File: src/rtl/sample_ctrl_pkg.sv
// Shared definitions for the random-forest sample replay controller:
// state encoding, default geometry and index-width helpers.
package sample_ctrl_pkg;

    typedef enum logic [1:0] {
        ST_IDLE   = 2'd0,
        ST_MARK   = 2'd1,
        ST_STREAM = 2'd2,
        ST_REWIND = 2'd3
    } state_t;

    localparam int DEF_DATA_W   = 16;
    localparam int DEF_FEAT_CNT = 8;
    localparam int DEF_N_TREES  = 4;
    localparam int DEF_DEPTH    = 16;

    // Index width that never collapses to zero bits (N_TREES may be 1).
    function automatic int idx_w(input int n);
        return (n > 1) ? $clog2(n) : 1;
    endfunction

    localparam int DEF_FEAT_W = idx_w(DEF_FEAT_CNT);
    localparam int DEF_TREE_W = idx_w(DEF_N_TREES);
    localparam int DEF_OCC_W  = $clog2(DEF_DEPTH + 1);

endpackage

File: src/rtl/sample_replay_ctrl.sv
// Loads feature words into the sample FIFO and replays each sample once per
// tree, rewinding the FIFO read pointer to the mark between passes.
module sample_replay_ctrl
    import sample_ctrl_pkg::*;
#(
    parameter int DATA_W   = DEF_DATA_W,
    parameter int FEAT_CNT = DEF_FEAT_CNT,
    parameter int N_TREES  = DEF_N_TREES,
    parameter int DEPTH    = DEF_DEPTH
) (
    input  logic                        clk,
    input  logic                        rst,
    input  logic                        i_run,
    input  logic                        i_flush,
    input  logic                        i_in_vld,
    input  logic [DATA_W-1:0]           i_in_data,
    output logic                        o_in_rdy,
    output logic                        o_fifo_push,
    output logic [DATA_W-1:0]           o_fifo_rear,
    input  logic                        i_fifo_full,
    output logic                        o_fifo_pop,
    input  logic [DATA_W-1:0]           i_fifo_front,
    input  logic                        i_fifo_empty,
    output logic                        o_fifo_mark,
    output logic                        o_fifo_rrst,
    output logic                        o_fifo_flush,
    output logic                        o_feat_vld,
    output logic [DATA_W-1:0]           o_feat_data,
    input  logic                        i_feat_rdy,
    output logic [idx_w(FEAT_CNT)-1:0]  o_feat_idx,
    output logic [idx_w(N_TREES)-1:0]   o_tree_idx,
    output logic                        o_last,
    output logic                        o_sample_done,
    output logic [15:0]                 o_sample_cnt,
    output logic                        o_busy,
    output state_t                      o_state
);

    localparam int FEAT_W = idx_w(FEAT_CNT);
    localparam int TREE_W = idx_w(N_TREES);
    localparam int OCC_W  = $clog2(DEPTH + 1);

    state_t              state;
    logic [OCC_W-1:0]    occ;
    logic [OCC_W-1:0]    occ_next;
    logic [FEAT_W-1:0]   feat_idx;
    logic [TREE_W-1:0]   tree_idx;
    logic                final_pass;
    logic                retire;

    // Handshakes: a word moves on a cycle where its valid and ready are both
    // high. occ counts words pushed but not yet retired, so the marked region
    // being replayed can never be overwritten by upstream.
    assign o_in_rdy    = !i_fifo_full && (occ < OCC_W'(DEPTH)) && !i_flush && !rst;
    assign o_fifo_push = i_in_vld && o_in_rdy;
    assign o_fifo_rear = i_in_data;

    assign o_feat_vld  = (state == ST_STREAM) && !i_fifo_empty && !i_flush;
    assign o_fifo_pop  = o_feat_vld && i_feat_rdy;
    assign o_feat_data = i_fifo_front;
    assign o_last      = (state == ST_STREAM) && (feat_idx == FEAT_W'(FEAT_CNT - 1));

    assign final_pass  = (tree_idx == TREE_W'(N_TREES - 1));
    assign retire      = o_fifo_pop && o_last && final_pass;

    assign o_feat_idx  = feat_idx;
    assign o_tree_idx  = tree_idx;
    assign o_state     = state;

    always_comb begin
        occ_next = occ;
        if (o_fifo_push) occ_next = occ_next + OCC_W'(1);
        if (retire)      occ_next = occ_next - OCC_W'(FEAT_CNT);
    end

    always_ff @(posedge clk or posedge rst) begin
        if (rst) begin
            state         <= ST_IDLE;
            occ           <= '0;
            feat_idx      <= '0;
            tree_idx      <= '0;
            o_sample_cnt  <= '0;
            o_fifo_mark   <= 1'b0;
            o_fifo_rrst   <= 1'b0;
            o_fifo_flush  <= 1'b0;
            o_sample_done <= 1'b0;
            o_busy        <= 1'b0;
        end else begin
            o_fifo_mark   <= 1'b0;
            o_fifo_rrst   <= 1'b0;
            o_fifo_flush  <= 1'b0;
            o_sample_done <= 1'b0;
            if (i_flush) begin
                o_fifo_flush <= 1'b1;
                occ          <= '0;
                feat_idx     <= '0;
                tree_idx     <= '0;
                state        <= ST_IDLE;
                o_busy       <= 1'b0;
            end else begin
                occ <= occ_next;
                case (state)
                    ST_IDLE: begin
                        if (i_run) begin
                            state       <= ST_MARK;
                            o_fifo_mark <= 1'b1;
                            o_busy      <= 1'b1;
                        end
                    end
                    ST_MARK: begin
                        feat_idx <= '0;
                        state    <= ST_STREAM;
                    end
                    ST_STREAM: begin
                        if (o_fifo_pop) begin
                            if (o_last) begin
                                feat_idx <= '0;
                                if (final_pass) begin
                                    tree_idx      <= '0;
                                    o_sample_done <= 1'b1;
                                    o_sample_cnt  <= o_sample_cnt + 16'd1;
                                    // i_run is only sampled here, at a sample boundary.
                                    if (i_run) begin
                                        state       <= ST_MARK;
                                        o_fifo_mark <= 1'b1;
                                    end else begin
                                        state  <= ST_IDLE;
                                        o_busy <= 1'b0;
                                    end
                                end else begin
                                    state       <= ST_REWIND;
                                    o_fifo_rrst <= 1'b1;
                                end
                            end else begin
                                feat_idx <= feat_idx + FEAT_W'(1);
                            end
                        end
                    end
                    ST_REWIND: begin
                        tree_idx <= tree_idx + TREE_W'(1);
                        feat_idx <= '0;
                        state    <= ST_STREAM;
                    end
                    default: begin
                        state  <= ST_IDLE;
                        o_busy <= 1'b0;
                    end
                endcase
            end
        end
    end

endmodule

File: config.mk
export PLATFORM = sky130hd
export DESIGN_NAME = sample_replay_ctrl
export DESIGN_NICKNAME = d
export VERILOG_FILES = /design/src/rtl/sample_ctrl_pkg.sv /design/src/rtl/sample_replay_ctrl.sv
export SDC_FILE = /design/constraint.sdc
export NUM_CORES = 1
export LEC_CHECK = 0
export ABC_AREA = 1
export BUFFER_PORTS_ARGS = -buffer_cell sky130_fd_sc_hd__buf_2
export CORE_AREA = 8 8 68 82
export DETAILED_ROUTE_END_ITERATION = 6
export DIE_AREA = 0 0 76 90
export HOLD_SLACK_MARGIN = 0.1
export PLACE_DENSITY = 0.84
export REMOVE_ABC_BUFFERS = 1
export SYNTH_ARGS = -nofsm -noshare
export SYNTH_HDL_FRONTEND = slang
export SYNTH_SLANG_ARGS = --single-unit
File: constraint.sdc
create_clock -name clk -period 2.53 [get_ports clk]
set_clock_uncertainty 0.2 [all_clocks]
set_input_delay 0.1265 -clock clk [delete_from_list [all_inputs] [get_ports clk]]
set_output_delay 0.1265 -clock clk [all_outputs]
set_load 0.03 [all_outputs]
==> results of run 1 <==
-- kinds of logic after synthesis --
kind of cell               count (synthesis)  synth area share (%)
and+or+nand+nor                          125                  29.3
buffers and inverters                     61                  17.9
DFF                                       33                  41.0
AOI/OAI and AO/OA                         16                  4.41
xor gates and xnor gates                  10                  4.35
adders and majority gates                  5                  3.11
-- worst max path at each step --
stage / startpoint / end / cells past startpoint
finish: i_flush / o_fifo_push / 6
global route: i_flush / o_sample_cnt[13] / 8
CTS: i_flush / o_sample_cnt[4] / 8
detailed placement: o_feat_idx[0] / o_sample_cnt[6] / 6
global placement: o_state[0] / o_sample_cnt[4] / 6
floorplan: o_feat_idx[0] / o_sample_cnt[6] / 6
-- metal layers --
layer	part of all wire (%)	global-route usage [%]
met4	2.7	9.02
met1	42	20.9
met3	6.1	4.48
met2	49	30.8
met5	0	0
-- power by group --
part	total, mW	internal [mW]	switching, mW
clock	0.403	0.216	0.187
sequential	0.575	0.549	0.0251
combinational	0.295	0.0918	0.203
-- worst max-delay path: cells and delay by family --
| family | cells | cell delay (ns) |
|---|---|---|
| simple gates | 3 | 0.64 |
| buf+inv | 3 | 0.98 |
-- sequential cells by signal, summed over array words and instances (netlist names) --
| name | flops |
|---|---|
| occ | 5 |
| o_state | 2 |
| o_busy | 1 |
| o_sample_cnt | 16 |
| o_tree_idx | 2 |
| o_sample_done | 1 |
| o_feat_idx | 3 |
| o_fifo_flush | 1 |
| o_fifo_mark | 1 |
| o_fifo_rrst | 1 |
-- what timing repair did --
action                    in CTS  in global routing
hold endpoints to repair      79                  0
buffers inserted               0                  0
hold buffers                  40                  0
-- Yosys cell counts --
library cell | instances | area (sq um)
nor3_1 | 6 | 30.0
nand3_4 | 1 | 17.5
o21ai_0 | 8 | 40.0
nor2_1 | 22 | 82.6
inv_4 | 1 | 6.26
and3_1 | 1 | 6.26
nand2_2 | 2 | 12.5
nand3_2 | 1 | 10.0
nor3b_1 | 1 | 7.51
nand4_1 | 8 | 50.1
xor2_1 | 7 | 61.3
xnor2_1 | 3 | 26.3
ha_1 | 5 | 62.6
buf_6 | 1 | 11.3
nand2_1 | 59 | 221
o21ai_2 | 1 | 8.76
dfrtp_1 | 33 | 826
o21bai_1 | 1 | 7.51
inv_1 | 25 | 93.8
buf_4 | 32 | 240
o21ai_1 | 2 | 10.0
inv_2 | 1 | 3.75
nor2_4 | 5 | 56.3
a22oi_1 | 1 | 7.51
nand3_1 | 19 | 95.1
buf_2 | 1 | 5.00
a21oi_1 | 3 | 15.0
-- metrics by stage --
| stage | area (sq um) | setup WS [ns] |
|---|---|---|
| detailed placement | 2040 | 0.579 |
| floorplan | 1760 | 0.520 |
| global placement | 2040 | 0.638 |
| finish | 2530 | 0.461 |
| global route | 2530 | 0.349 |
| CTS | 2520 | 0.524 |
-- layout make-up --
cell class | count | area [sq um]
Fill cell | 374 | 1830
Multi-Input combinational cell | 156 | 828
Sequential cell | 33 | 826
Timing Repair Buffer | 81 | 608
Inverter | 27 | 104
Clock buffer | 7 | 86.3
Tap cell | 58 | 72.6
Antenna cell | 1 | 2.50
==> flow_summary_export.csv, run 1 <==
group,metric,value,unit
outcome,status,"completed",
synth,synth-seq-area-share,41.0,%
worst_setup_path,critical_path_class,"in -> out",
route,first_pass_iters,4,
clock_network,h-tree-depth,2,
route,detail_route.wirelength,6270,um
synth,synth-seq-cells,33,
worst_setup_path,endpoint_kind,"output pin",
power,power_leakage,1.31,nW
layout,nets,349,
worst_setup_path,cpPeakStageDelay,0.52,ns
die,chipHeight,90,um
route,drc,0,
clock_network,root_buffer,"clkbuf_8",
worst_setup_path,start_kind,"primary input",
die,std_cell_rows,27,
timing,min_period,2.07,ns
worst_setup_path,path_max_fanout,7,
worst_setup_path,worst_r2r_path_depth,6,
global_routing,grt_pass1_wl,9990,um
global_routing,grt_pass1_vias,1865,
route,wl_per_cell,17.3,um
clock_network,cts_tree,"done",
die,die-area,6840,sq um
timing,final-hold-violation-count,0,
clock_network,post_cts_resized,0,
placement,gp_congestion,0.881,
timing,max_slew_margin,66.6,%
synth,yosys_warnings,0,
layout,final_cell_count_no_fill,363,
min_path,worstHoldEndpoint,"o_busy",
layout,drive_gt1_share,19.4,%
clock_network,cts.sinks,33,
route,ant_nets,0,
global_routing,grtUsageTotal,18.3,%
timing,final_max_slew_viol_count,0,
die,start_util,46.2,%
synth,netlist_instances,250,
die,io_pins,105,
power,ir_drop,0.322,mV
worst_setup_path,cp_slowest_cell,"dlygate4sd3_1",
placement,dpl.hpwl,4030,um
min_path,hold_depth,2,
route,vias_per_cell,4.95,
placement,portBuffers,40,
worst_setup_path,ff2ff_setup_slack,0.58,ns
power,power,1.27,mW
layout,layout_commonest_cell,"nand2_1",
placement,dpl.cell_count,315,
worst_setup_path,cp.required,2.20,ns
worst_setup_path,path_cells,"dlygate4sd3_1 > buf_2 > nor2_1 > nand2_1 > nor2_1 > buf_2",
clock_network,cts_buffers,5,
route,vias,1798,
worst_setup_path,reg2reg_from,"o_state[0]",
synth,avgSynthCellArea,8.06,sq um
worst_setup_path,worstPathArrival,1.74,ns
route,drt-initial-drc-count,88,
power,p_per_area,503,nW/um^2
flow_run,drv_cap,0,
global_routing,grt-ovfl-total,0,
timing,rsz0062_at_grt,"false",
layout,area_delta_synth_final,25.5,%
min_path,hp-start,"o_busy",
worst_setup_path,r2r-end,"o_sample_cnt[13]",
die,core,4360,sq um
global_routing,grt_max_degree,34,
layout,fin_util,58.0,%
global_routing,antenna_found_initial,1,
die,die_x,76,um
clock_network,clk_pin_slew_worst_paths,0.07,ns
synth,mappedNetlistArea,2010,sq um
synth,yosysUniqueCellTypes,27,
layout,final_cell_mix,"nand2_1, dlygate4sd3_1, buf_2",
timing,hold_slack,0.277,ns
timing,fin_setup_tns,0,ns
timing,finalCritPeriodShare,81.8,%
timing,finalSetupViolCount,0,
clock_network,clock_latency,0.29,ns
timing,max_freq,0.483,GHz
min_path,hold_class,"reg -> reg",
timing,tightest_slew,0.500,ns
clock_network,cts_max_path_buffers,2,
Power figures use the tool's default switching activity.
==> run 2, diff against run 1 <==
--- a/config.mk
+++ b/config.mk
@@ -7,11 +7,11 @@
 export LEC_CHECK = 0
 export ABC_AREA = 1
 export BUFFER_PORTS_ARGS = -buffer_cell sky130_fd_sc_hd__buf_2
-export CORE_AREA = 8 8 68 82
+export CORE_AREA = 8 8 73 88
 export DETAILED_ROUTE_END_ITERATION = 6
-export DIE_AREA = 0 0 76 90
+export DIE_AREA = 0 0 81 96
 export HOLD_SLACK_MARGIN = 0.1
-export PLACE_DENSITY = 0.84
+export PLACE_DENSITY = 0.76
 export REMOVE_ABC_BUFFERS = 1
 export SYNTH_ARGS = -nofsm -noshare
 export SYNTH_HDL_FRONTEND = slang
==> constraint.sdc (replaced) <==
create_clock -name clk -period 1.7 [get_ports clk]
set_clock_uncertainty 0.2 [all_clocks]
set_input_delay 0.085 -clock clk [delete_from_list [all_inputs] [get_ports clk]]
set_output_delay 0.085 -clock clk [all_outputs]
set_load 0.03 [all_outputs]
==> run 2 against run 1 <==
The run now ends with negative setup slack left. Register-to-register slack worse by 0.62 ns. Flip-flop and latch count unchanged. Critical path depth is the same. Final area is 10% higher. Die area increased by 14%. Combinational power up 68%. Via count increased by 5.3%. Non-clock buffer count grew 22. Global-route usage decreased by 2.0 points. Worst setup slack lost 0.51 ns. Largest cell class unchanged.
==> flow_summary_export.csv, run 2 (synthesis gave the netlist of run 1 again) <==
group,metric,value,unit
worst_setup_path,critical_path_depth,6,
power,seqPwrFrac,43.9,%
timing,finalCritPeriodShare,103,%
clock_network,cts_tree,"done",
layout,layout_commonest_cell,"nand2_1",
worst_setup_path,start_kind,"register",
route,vias_per_cell,4.88,
placement,portBuffers,40,
flow_run,drv_cap,0,
power,comb_power_share,25.6,%
layout,fillers,464,
timing,setup_slack,-0.0540,ns
clock_network,cts_max_path_buffers,2,
worst_setup_path,critPathTopFamily,"flip-flops",
power,clock_power_share,30.5,%
timing,max_slew_margin,71.8,%
worst_setup_path,crit_buf_inv,3,
timing,max_freq,0.570,GHz
route,detail_route.wirelength,6670,um
placement,pre_cts_ws,-0.0413,ns
route,ant_nets,0,
global_routing,grt_pass1_vias,1804,
die,die-area,7780,sq um
layout,final_cell_mix,"nand2_1, dlygate4sd3_1, buf_2",
layout,area_delta_synth_final,38.1,%
min_path,hold_class,"in -> reg",
global_routing,grt-ovfl-total,0,
power,netSwitchingPower,629,uW
worst_setup_path,endpoint_kind,"output pin",
route,drt-initial-drc-count,72,
worst_setup_path,worst_r2r_path_depth,8,
timing,rsz0062_at_grt,"true",
clock_network,h-tree-depth,2,
layout,num_antenna_cells,0,
worst_setup_path,ff2ff_setup_slack,-0.04,ns
placement,gp_congestion,0.826,
worst_setup_path,r2r-end,"o_sample_cnt[13]",
worst_setup_path,cp_slowest_cell,"dfrtp_1",
layout,largest_register_ffs,16,
global_routing,grt_max_degree,34,
die,start_util,39.7,%
worst_setup_path,crit_top_cell,"buf_4",
layout,regMostFlops,"o_sample_cnt",
power,switching_share,32.4,%
clock_network,root_buffer,"clkbuf_8",
timing,tightest_slew,0.423,ns
clock_network,clock_latency,0.28,ns
die,chipHeight,96,um
clock_network,cts_buffers,5,
route,wl_per_cell,17.2,um
route,vias,1893,
placement,dpl.hpwl,4200,um
power,power_leakage,1.45,nW
worst_setup_path,worstPathArrival,1.47,ns
power,ir_drop,0.517,mV
route,first_pass_iters,4,
worst_setup_path,cpPeakStageDelay,0.39,ns
layout,drive_gt1_share,29.1,%
worst_setup_path,path_max_fanout,4,
timing,finalSetupViolCount,5,
worst_setup_path,startpoint,"o_feat_idx[0]",
outcome,status,"complete, but fails checks",
worst_setup_path,crit_path_end,"o_last",
power,internal_power,1.31,mW
worst_setup_path,reg2reg_from,"o_feat_idx[0]",
worst_setup_path,path_cells,"ha_1 > ha_2 > nand2_1 > buf_4 > inv_1 > buf_4",
outcome,failed_checks,"negative setup slack",
worst_setup_path,cp.required,1.41,ns
clock_network,cts.sinks,33,
route,drc,0,
die,std_cell_rows,29,
layout,fin_util,54.8,%
global_routing,antenna_found_initial,0,
layout,nets,371,
die,core,5080,sq um
die,io_pins,105,
timing,final_max_slew_viol_count,0,
timing,final-hold-violation-count,0,
power,p_per_area,697,nW/um^2
worst_setup_path,critical_path_class,"reg -> out",
global_routing,grtUsageTotal,16.2,%
die,die_x,81,um
clock_network,clk_pin_slew_worst_paths,0.07,ns
timing,min_period,1.75,ns
global_routing,grt_pass1_wl,9690,um
run 2: changes by cell type in the layout (fill, tap and decap cells not counted), sizes merged:
cell | previous run | this run
buf | 41 | 62
clkbuf | 7 | 8
diode | 1 | 0
run 2: worst min-delay path, stage by stage:
cell,delay [ns]
buf_2,0.16
nor2_4,0.06
nand3_4,0.13
o21ai_4,0.08
nand2_1,0.06
run 2: routing by layer:
layer	GRT usage [%]	vias up	wire length (um)
li1	-	916	-
met1	19.4	894	2740
met3	4.58	20	351
met5	0	-	0
met2	27.2	63	3390
met4	5.67	0	186
run 2: how the worst min path moves through the flow:
stage,from,to,slack [ns],cells past startpoint
after CTS,i_flush,o_fifo_flush,-0.18,1
after floorplan,i_flush,o_fifo_flush,-0.08,0
final,i_flush,o_state[1],0.13,5
after global routing,i_flush,o_state[1],0.15,5
after detailed placement,i_fifo_front[11],o_feat_data[11],-0.03,0
after global placement,i_fifo_front[11],o_feat_data[11],-0.03,0
run 2: final cells by class:
class / count / area, sq um / area share [%]
multi-input cells: 156 / 890 / 32.0
flip-flops and latches: 33 / 827 / 29.7
repair buffers: 103 / 797 / 28.7
inverters: 27 / 104 / 3.73
clock buffers: 7 / 86.3 / 3.10
well taps: 62 / 77.6 / 2.79
run 2: repair_timing:
action,in CTS,in global routing
pin swaps,2,0
hold buffers,38,2
buffers inserted,2,3
resized for setup,2,19
endpoints found under the setup margin,12,22
endpoints found under the hold margin,78,4
run 2: stage by stage:
step                cell area (sq um)  hold WS, ns  cells  power (mW)  setup TNS [ns]
CTS                              2670       -0.185    383        1.93         -0.0999
global placement                 2180      -0.0298    336        1.16               0
finish                           2780        0.133    388        1.94          -0.130
global route                     2780        0.146    388        2.03           -1.08
floorplan                        1760      -0.0836    216        1.05           -4.69
detailed placement               2180      -0.0298    336        1.16         -0.0752
run 2: power groups by stage:
stage | clock [mW] | combinational, mW | sequential [mW]
CTS | 0.614 | 0.464 | 0.849
finish | 0.592 | 0.497 | 0.851
floorplan | 0 | 0.127 | 0.925
detailed placement | 0 | 0.297 | 0.864
global route | 0.649 | 0.530 | 0.854
global placement | 0 | 0.294 | 0.862
